<file path="src/rtl/mandelbrot_pixel_scheduler.sv">
// Frame sequencer for a pool of Mandelbrot depth/colour engines.
// Walks the frame in raster order, hands each pixel to the next free engine
// in round-robin order, and retires colours in raster order onto a
// valid/ready pixel stream.
module mandelbrot_pixel_scheduler #(
    parameter int FRAC        = 60,
    parameter int WORD_LENGTH = 64,
    parameter int NUM_ENGINES = 4,
    parameter int H_RES       = 640,
    parameter int V_RES       = 480
) (
    input  logic                      sysclk,
    input  logic                      reset,
    input  logic                      frame_start,
    input  logic [WORD_LENGTH-1:0]    re_origin,
    input  logic [WORD_LENGTH-1:0]    im_origin,
    input  logic [WORD_LENGTH-1:0]    step,
    output logic [NUM_ENGINES-1:0]    eng_start,
    output logic [10:0]               eng_x,
    output logic [10:0]               eng_y,
    output logic [WORD_LENGTH-1:0]    eng_re_c,
    output logic [WORD_LENGTH-1:0]    eng_im_c,
    input  logic [NUM_ENGINES-1:0]    eng_done,
    input  logic [24*NUM_ENGINES-1:0] eng_color,
    output logic                      pix_valid,
    input  logic                      pix_ready,
    output logic [10:0]               pix_x,
    output logic [10:0]               pix_y,
    output logic [23:0]               pix_color,
    output logic                      busy,
    output logic                      frame_done
);

    localparam int PW = (NUM_ENGINES > 1) ? $clog2(NUM_ENGINES) : 1;
    localparam logic [PW-1:0] LAST_PTR = PW'(NUM_ENGINES - 1);
    localparam logic [10:0]   LAST_X   = 11'(H_RES - 1);
    localparam logic [10:0]   LAST_Y   = 11'(V_RES - 1);

    // Reject parameter sets the coordinate counters and fixed point cannot represent.
    if (NUM_ENGINES < 1 || FRAC >= WORD_LENGTH || H_RES < 2 || H_RES > 2047 ||
        V_RES < 1 || V_RES > 2047) begin : g_bad_params
        $error("mandelbrot_pixel_scheduler: illegal parameter set");
    end

    typedef enum logic [1:0] {IDLE, RUN, DRAIN} fsm_t;
    typedef enum logic [1:0] {FREE, BUSY, COLOR, HELD} slot_t;

    fsm_t                          state;
    slot_t                         slot_st    [NUM_ENGINES];
    logic [10:0]                   slot_x     [NUM_ENGINES];
    logic [10:0]                   slot_y     [NUM_ENGINES];
    logic [23:0]                   slot_color [NUM_ENGINES];
    logic [PW-1:0]                 issue_ptr;
    logic [PW-1:0]                 retire_ptr;
    logic [10:0]                   x_cnt;
    logic [10:0]                   y_cnt;
    logic signed [WORD_LENGTH-1:0] re_acc;
    logic signed [WORD_LENGTH-1:0] im_acc;
    logic signed [WORD_LENGTH-1:0] re_org;
    logic signed [WORD_LENGTH-1:0] step_r;

    logic [10:0]                   cur_x;
    logic [10:0]                   cur_y;
    logic signed [WORD_LENGTH-1:0] cur_re;
    logic signed [WORD_LENGTH-1:0] cur_im;
    logic signed [WORD_LENGTH-1:0] base_re;
    logic signed [WORD_LENGTH-1:0] cur_step;
    logic                          do_issue;
    logic                          last_issue;
    logic                          accept;
    logic                          retire_last;

    function automatic logic [PW-1:0] ptr_next(input logic [PW-1:0] p);
        return (p == LAST_PTR) ? '0 : p + 1'b1;
    endfunction

    // Issue source: the accepted frame_start issues pixel (0,0) straight from
    // the origin inputs, so the first engine start follows one cycle later.
    always_comb begin
        cur_x    = x_cnt;
        cur_y    = y_cnt;
        cur_re   = re_acc;
        cur_im   = im_acc;
        base_re  = re_org;
        cur_step = step_r;
        if (state == IDLE) begin
            cur_x    = '0;
            cur_y    = '0;
            cur_re   = re_origin;
            cur_im   = im_origin;
            base_re  = re_origin;
            cur_step = step;
        end
        do_issue    = (state == IDLE && frame_start) ||
                      (state == RUN && slot_st[issue_ptr] == FREE);
        last_issue  = (cur_x == LAST_X) && (cur_y == LAST_Y);
        retire_last = (slot_x[retire_ptr] == LAST_X) && (slot_y[retire_ptr] == LAST_Y);
    end

    assign pix_valid = (slot_st[retire_ptr] == HELD);
    assign accept    = pix_valid && pix_ready;
    assign pix_x     = pix_valid ? slot_x[retire_ptr]     : '0;
    assign pix_y     = pix_valid ? slot_y[retire_ptr]     : '0;
    assign pix_color = pix_valid ? slot_color[retire_ptr] : '0;
    assign busy      = (state != IDLE);

    // Frame FSM, slot scoreboard, coordinate walk and registered issue bus.
    always_ff @(posedge sysclk) begin
        if (reset) begin
            state      <= IDLE;
            issue_ptr  <= '0;
            retire_ptr <= '0;
            x_cnt      <= '0;
            y_cnt      <= '0;
            eng_start  <= '0;
            eng_x      <= '0;
            eng_y      <= '0;
            eng_re_c   <= '0;
            eng_im_c   <= '0;
            frame_done <= 1'b0;
            for (int k = 0; k < NUM_ENGINES; k++) slot_st[k] <= FREE;
        end else begin
            eng_start  <= '0;
            frame_done <= 1'b0;

            // Done pulses only count for slots waiting on their engine; the
            // colour register in the engine is valid one cycle after done.
            for (int k = 0; k < NUM_ENGINES; k++) begin
                if (slot_st[k] == BUSY && eng_done[k]) begin
                    slot_st[k] <= COLOR;
                end else if (slot_st[k] == COLOR) begin
                    slot_st[k]    <= HELD;
                    slot_color[k] <= eng_color[24*k +: 24];
                end
            end

            if (accept) begin
                slot_st[retire_ptr] <= FREE;
                retire_ptr          <= ptr_next(retire_ptr);
            end

            if (do_issue) begin
                slot_st[issue_ptr]         <= BUSY;
                slot_x[issue_ptr]          <= cur_x;
                slot_y[issue_ptr]          <= cur_y;
                eng_start                  <= NUM_ENGINES'(1) << issue_ptr;
                eng_x                      <= cur_x;
                eng_y                      <= cur_y;
                eng_re_c                   <= cur_re;
                eng_im_c                   <= cur_im;
                issue_ptr                  <= ptr_next(issue_ptr);
                if (cur_x == LAST_X) begin
                    x_cnt  <= '0;
                    y_cnt  <= cur_y + 11'd1;
                    re_acc <= base_re;
                    im_acc <= cur_im - cur_step;
                end else begin
                    x_cnt  <= cur_x + 11'd1;
                    y_cnt  <= cur_y;
                    re_acc <= cur_re + cur_step;
                    im_acc <= cur_im;
                end
            end

            case (state)
                IDLE: begin
                    if (frame_start) begin
                        state  <= RUN;
                        re_org <= re_origin;
                        step_r <= step;
                    end
                end
                RUN: begin
                    if (do_issue && last_issue) state <= DRAIN;
                end
                DRAIN: begin
                    if (accept && retire_last) begin
                        state      <= IDLE;
                        frame_done <= 1'b1;
                    end
                end
                default: state <= IDLE;
            endcase
        end
    end

endmodule

</file>
<file path="config.mk">
export PLATFORM = sky130hd
export DESIGN_NAME = mandelbrot_pixel_scheduler
export DESIGN_NICKNAME = d
export VERILOG_FILES = /design/src/rtl/mandelbrot_pixel_scheduler.sv
export SDC_FILE = /design/constraint.sdc
export NUM_CORES = 1
export LEC_CHECK = 0
export CELL_PAD_IN_SITES_DETAIL_PLACEMENT = 1
export CELL_PAD_IN_SITES_GLOBAL_PLACEMENT = 2
export CORE_MARGIN = 2
export CORE_UTILIZATION = 35
export CTS_CLUSTER_DIAMETER = 80
export DETAILED_ROUTE_END_ITERATION = 10
export PLACE_DENSITY = 0.87
export SLEW_MARGIN = 20
export SYNTH_ARGS = -nofsm -noshare
export SYNTH_HDL_FRONTEND = slang
export SYNTH_SLANG_ARGS = --single-unit
</file>
<file path="constraint.sdc">
create_clock -name sysclk -period 11.91 [get_ports sysclk]
set_input_delay 1.7865 -clock sysclk [delete_from_list [all_inputs] [get_ports sysclk]]
set_output_delay 1.7865 -clock sysclk [all_outputs]
set_load 0.02 [all_outputs]
</file>
; ---- After elaboration in Yosys (flattened, before gate mapping)
; Memory sizes are Yosys's and may differ from the RTL's. A register that Yosys moved wholly into a read port is not among the register bits.
; Index checks and enable logic that the tools add are counted.
[classes]
n_addsub = 6
n_eq_ne = 20
n_shift = 1
muxes = 74
bitwise = 11
n_reduce_logical = 20
[op_table]
columns = operator, n
row1 = two-way mux 64 bit, 6
row2 = two-way mux 11 bit, 6
row3 = adder 64 bit, 1
row4 = subtractor 64 bit, 1
row5 = two-way mux 2 bit, 23
row6 = two-way mux 1 bit, 37
row7 = two-way mux 24 bit, 1
row8 = adder 11 x 1 -> 11 bit (second input constant), 2
row9 = equality test 11 x 10 -> 1 bit (second input constant), 2
row10 = equality test 11 x 9 -> 1 bit (second input constant), 2
row11 = equality test 2 bit (second input constant), 8
row12 = logical AND 1 bit, 11
row13 = equality test 2 x 1 -> 1 bit (second input constant), 5
row14 = bitwise OR 1 bit, 8
row15 = case mux 2 bit (3 select lines), 1
row16 = AND reduction 3 bit, 2
row17 = adder 2 x 1 -> 2 bit (second input constant), 2
row18 = logical NOT 2 bit, 2
row19 = != test 2 bit (second input constant), 2
row20 = OR reduction 2 bit, 2
row21 = left shift 1 x 2 -> 4 bit (first input constant), 1
row22 = inverter 1 bit, 3
row23 = != test 2 x 1 -> 1 bit (second input constant), 1
row24 = AND reduction 2 bit, 1
row25 = other kinds (2), 2
[word_totals]
ff_bits = 439
ram_bits = 192
inputBits = 296
elab_cells = 151
mem_count = 4
[memory_table]
columns = memory, words, word_bits, rd, rd_ports_with_merged_regs, wr, line_no
row1 = slot_color, 4, 24, 1, 1, 4, 52  ; logic [23:0] slot_color [NUM_ENGINES];
row2 = slot_x, 4, 11, 1, 1, 1, 50  ; logic [10:0] slot_x [NUM_ENGINES];
row3 = slot_y, 4, 11, 1, 1, 1, 51  ; logic [10:0] slot_y [NUM_ENGINES];
row4 = slot_st, 4, 2, 6, 2, 6, 49  ; slot_t slot_st [NUM_ENGINES];

; ---- Logic depth before layout (Yosys ltp)
[logic_depth]
depth_word = 7
depth_mapped = 27

; ---- Least setup slack after synthesis
; Ideal clock, no wire load.
[synth_path]
kind = input port to flip-flop
start = input port frame_start
end = memory slot_x[0][0], enable pin
arrival_time_ps = 8723
setup_slack_ps = 2805
cell_stages = 5
path_buffers = 1
path_cell_list = nand2_1 > a21o_1 > clkbuf_1 > nor2_1 > and2_1
[synth_via]
elab_chain_cells = 5
[synth_lines]
columns = item, line_no
row1 = start: declaration, 14  ; input logic frame_start,
row2 = logical AND 1 bit, 94  ; do_issue = (state == IDLE && frame_start) ||
row3 = logical OR 1 bit, 94
row4 = two-way mux 1 bit, 142  ; if (do_issue) begin
row5 = two-way mux 1 bit, 109  ; if (reset) begin
row6 = two-way mux 1 bit (implied by the code), 144  ; slot_x[issue_ptr] <= cur_x;
row7 = end: declaration, 50
; No other way between the ends.

; ---- Worst setup path after layout
[layout_path]
start = register state[1]
end = register im_acc[56] (data pin)
[layout_via]
elab_chain_cells = 4
[layout_lines]
columns = item, line_no
row1 = start: declaration, 48  ; fsm_t state;
row2 = start signal: assignment, 110  ; state <= IDLE;
row3 = start signal: assignment, 168  ; state <= RUN;
row4 = start signal: assignment, 174  ; if (do_issue && last_issue) state <= DRAIN;
row5 = logical NOT 2 bit (*), 86  ; if (state == IDLE) begin
row6 = two-way mux 64 bit or two-way mux 11 bit (tied branches), 86
row7 = subtractor 64 bit or equality test 11 x 10 -> 1 bit (tied branches), "156, 152"
row8 = two-way mux 64 bit (*), 152  ; if (cur_x == LAST_X) begin
row9 = end signal: assignment, 156  ; im_acc <= cur_im - cur_step;
row10 = end signal: assignment, 161  ; im_acc <= cur_im;
row11 = end: declaration, 58  ; logic signed [WORD_LENGTH-1:0] im_acc;
; Mark *: on every way between the ends. The rest lies on a longest branch, timed or not.
; A chain may end at the register's enable or synchronous reset.

==> results.md <==
* Total negative slack at 0 ns
* CTS sink count at 635
* CTS tree: yes
* Initial Util at 35.2%
* Post-Route WL at 121,000 um
* Clock slew at reported path FFs at 0.06 ns
* Port bufs at 498
* DRT Pass-1 Iters at 7
* Synthesized area at 34,500 um2
* Hold buffers post-CTS at 0
* Post-synth ARST share at 0%
* Initial antenna violation count at 11
* Syn Inst Count at 3,530
* Top FF cell, synth: edfxtp_1
* Clock skew at 0.0274 ns
* Sequential-to-total area share from yosys stat at 49.7%
* CP Class: flip-flop to flip-flop
* Reg2reg start: state[1]
* Avg Vias per Cell at 5.34
* Overflow after GRT at 0
* Average wire per cell in the routed design at 22.9 um
* Most frequent cells after synthesis: 709 x nand2_1, 440 x edfxtp_1, 306 x nor2_1
* Overall die width at 318 um
* Setup Viol. Count Final at 0
* Number of enable flip-flop cells after synthesis at 440
* Area of the core at 98,000 um2
* Starting DRT DRC Count at 1,814
* Via count at 28,300
* Ports at 499
* Vias in the first global route at 29,600
* Post-synthesis net count at 3,955
* PD cells at 157 nW/um2
* Class of the worst hold path: flip-flop to flip-flop
* Clock Latency Late Sink at 0.66 ns
* Max-slew violation count at 0
* Setup crit end kind: flip-flop
* WHS at 0.454 ns
* Worst Hold Endpoint: eng_re_c[28]
* Worst-path fanout max at 167
* Hold Vio Cnt, Final at 0
* WP data arrival at 6.94 ns
* Critical Path RT at 12.27 ns
* RR Endpoint: im_acc[56]
* Result of the run: complete, no violations
* RSZ-0062 raised after global routing: false
* Crit share post-route at 55.3%
* First-pass GRT wire length at 184,000 um
* CTS max path bufs at 3
* Peak supply drop at 0.105 mV
* ANT nets after route at 0
* Critical Path Source Type: flip-flop
* Gr usage total at 23.6%
* Die area at 101,000 um2
* Detailed placement HPWL at 87,400 um
* Synthesized flop and latch total at 635
* Worst r2r path cells at 16
* Top cell type by total area after synthesis: edfxtp_1
* Syn. warnings at 0
* Area fraction of the dominant cell type after synthesis at 38.3%
* Post-CTS Repair Setup Buffers at 0
* CTS H-Tree Depth at 3
* Share of layout cells above drive strength 1 at 6.86%
* Average size of a mapped cell at 9.76 um2
* MaxCap Viol Count at 0
* Hold depth at 2
* Post-CTS Resized at 0
* Hold_sp: eng_re_c[28]
* Rows at 115
* Distinct cells, synth at 89
* Top-count cell post-synth: nand2_1
* Synth area leaders: edfxtp_1 38%, dfxtp_1 11%, nand2_1 7.7%
* # DRC at 0
* Worst Tran Pin Value at 1.09 ns
* Gp weighted congestion at 0.896
* Die height at 318 um
* Area grow syn2layout at 25.6%
* Fmax at 152 MHz
* Final-stage net count at 4,370
* Max-slew headroom at 27.1%
* Clock root buffer master: clkbuf_16
* Leakage at 16.6 nW
* Pin count of the biggest net entering global routing at 168
* Min Tclk post-route at 6.58 ns
* Total CTS buffers at 77
* Reg-to-reg slack, setup at 5.33 ns
[layout by cell type (no fill, tap or decap), types with 8 or more instances in the layout]
cell type        Yosys  routed
and3_1              19      18
nor2_1             306     304
xnor2_1            106     106
o21bai_1            20      20
nor3b_1             12       8
o31ai_1             18      18
a311oi_1             8       8
nand3_1             42      41
nand4_1             36      36
xor2_1              72      72
clkdlybuf4s50_1      0     497
a21oi_1            284     283
nand2_1            709     709
maj3_1               8       8
o21a_1              19      19
a31oi_1             41      41
dfxtp_1            195     193
nand2b_1            17      17
clkbuf_8             0       8
a22o_1              24      24
edfxtp_1           440     440
clkbuf_1           149      13
ha_1               127     127
nor3_1              94      93
a21o_1             113     112
o21ai_0             89      88
nor4_1              13      13
clkbuf_16            0      80
clkinv_2             0      11
a211oi_1            44      44
buf_4                2      33
inv_1              104     104
mux4_2              46      46
mux2i_1             48      48
nor2b_1             61      61
and2_1              68      68
o211ai_1             9       9
[worst max path at each step]
stage | from | to | slack [ns]
6_report | state[1] | im_acc[56] | 5.33
4_1_cts | state[1] | im_acc[56] | 5.33
2_1_floorplan | frame_start | slot_x[0][0] | 2.80
3_5_place_dp | state[1] | im_acc[56] | 5.34
5_1_grt | state[1] | im_acc[56] | 4.83
3_3_place_gp | state[1] | im_acc[56] | 5.45
[logic make-up after synthesis]
logic type / Yosys count / share of synthesized area, %
xor+xnor: 178 / 4.52
fa+ha+maj: 137 / 4.96
compound gates: 765 / 14.5
mux: 107 / 5.00
buf+inv: 301 / 3.46
simple gates: 1407 / 17.9
flops: 635 / 49.7
[layout make-up]
class                      instances  area (um2)
clock inverter                    41         470
sequential                       635       17100
timing repair buffer             532        5260
antenna                            6        15.0
fill                           10900       54700
inverter                         105         407
multi-input combinational       2594       16200
tap                             1287        1610
clock buffer                     101        2160
[per-layer routing]
metal / track usage [%] / share of wire [%] / routed length [um]
met1: 29.9 / 43 / 51900
met2: 40.3 / 49 / 58900
met3: 4.95 / 6.1 / 7370
met4: 6.80 / 2.5 / 3020
met5: 0 / 0.040 / 49
[metrics by stage]
| stage | std cells | setup WS (ns) | power [mW] | instance area [um2] | utilization, % |
|---|---|---|---|---|---|
| detailed placement | 5152 | 5.34 | 4.37 | 40600 | 41.4 |
| finish | 5301 | 5.33 | 6.79 | 43300 | 44.2 |
| global placement | 5152 | 5.45 | 4.34 | 40600 | 41.4 |
| floorplan | 3530 | 2.80 | 3.74 | 34500 | - |
| global route | 5297 | 4.83 | 7.10 | 43300 | 44.2 |
| CTS | 5294 | 5.33 | 6.85 | 43200 | 44.1 |
[critical path, stage by stage, from the launching register on]
cell      delay [ns]
dfxtp_1         0.48
nor2_8          0.58
clkinv_8        0.67
buf_4           0.59
mux2i_1         0.21
ha_1            0.46
nand2_1         0.10
or3_1           0.38
a211oi_1        0.38
o21ai_1         0.26
o41ai_2         0.58
a31oi_1         0.39
o31ai_4         0.42
a21oi_1         0.18
o31ai_1         0.29
xnor2_1         0.17
a21oi_1         0.09
[power breakdown]
part | leakage, nW | total (mW) | internal [mW] | switching, mW
Clock | 1.28 | 2.46 | 1.43 | 1.02
Sequential | 5.74 | 2.62 | 2.54 | 0.0773
Combinational | 9.54 | 1.71 | 0.671 | 1.04
[flip-flops by register name, indices dropped and copies added, names as in the netlist, named ones only]
| register | cells |
|---|---|
| eng_im_c | 64 |
| eng_re_c | 64 |
| eng_start | 4 |
| eng_x | 11 |
| eng_y | 11 |
| frame_done | 1 |
| im_acc | 64 |
| issue_ptr | 2 |
| re_acc | 64 |
| re_org | 64 |
| retire_ptr | 2 |
| slot_color | 96 |
| slot_st | 8 |
| slot_x | 44 |
| slot_y | 44 |
| state | 2 |
| step_r | 64 |
| x_cnt | 11 |
| y_cnt | 11 |
No activity file was read; power rests on OpenSTA's default activity.
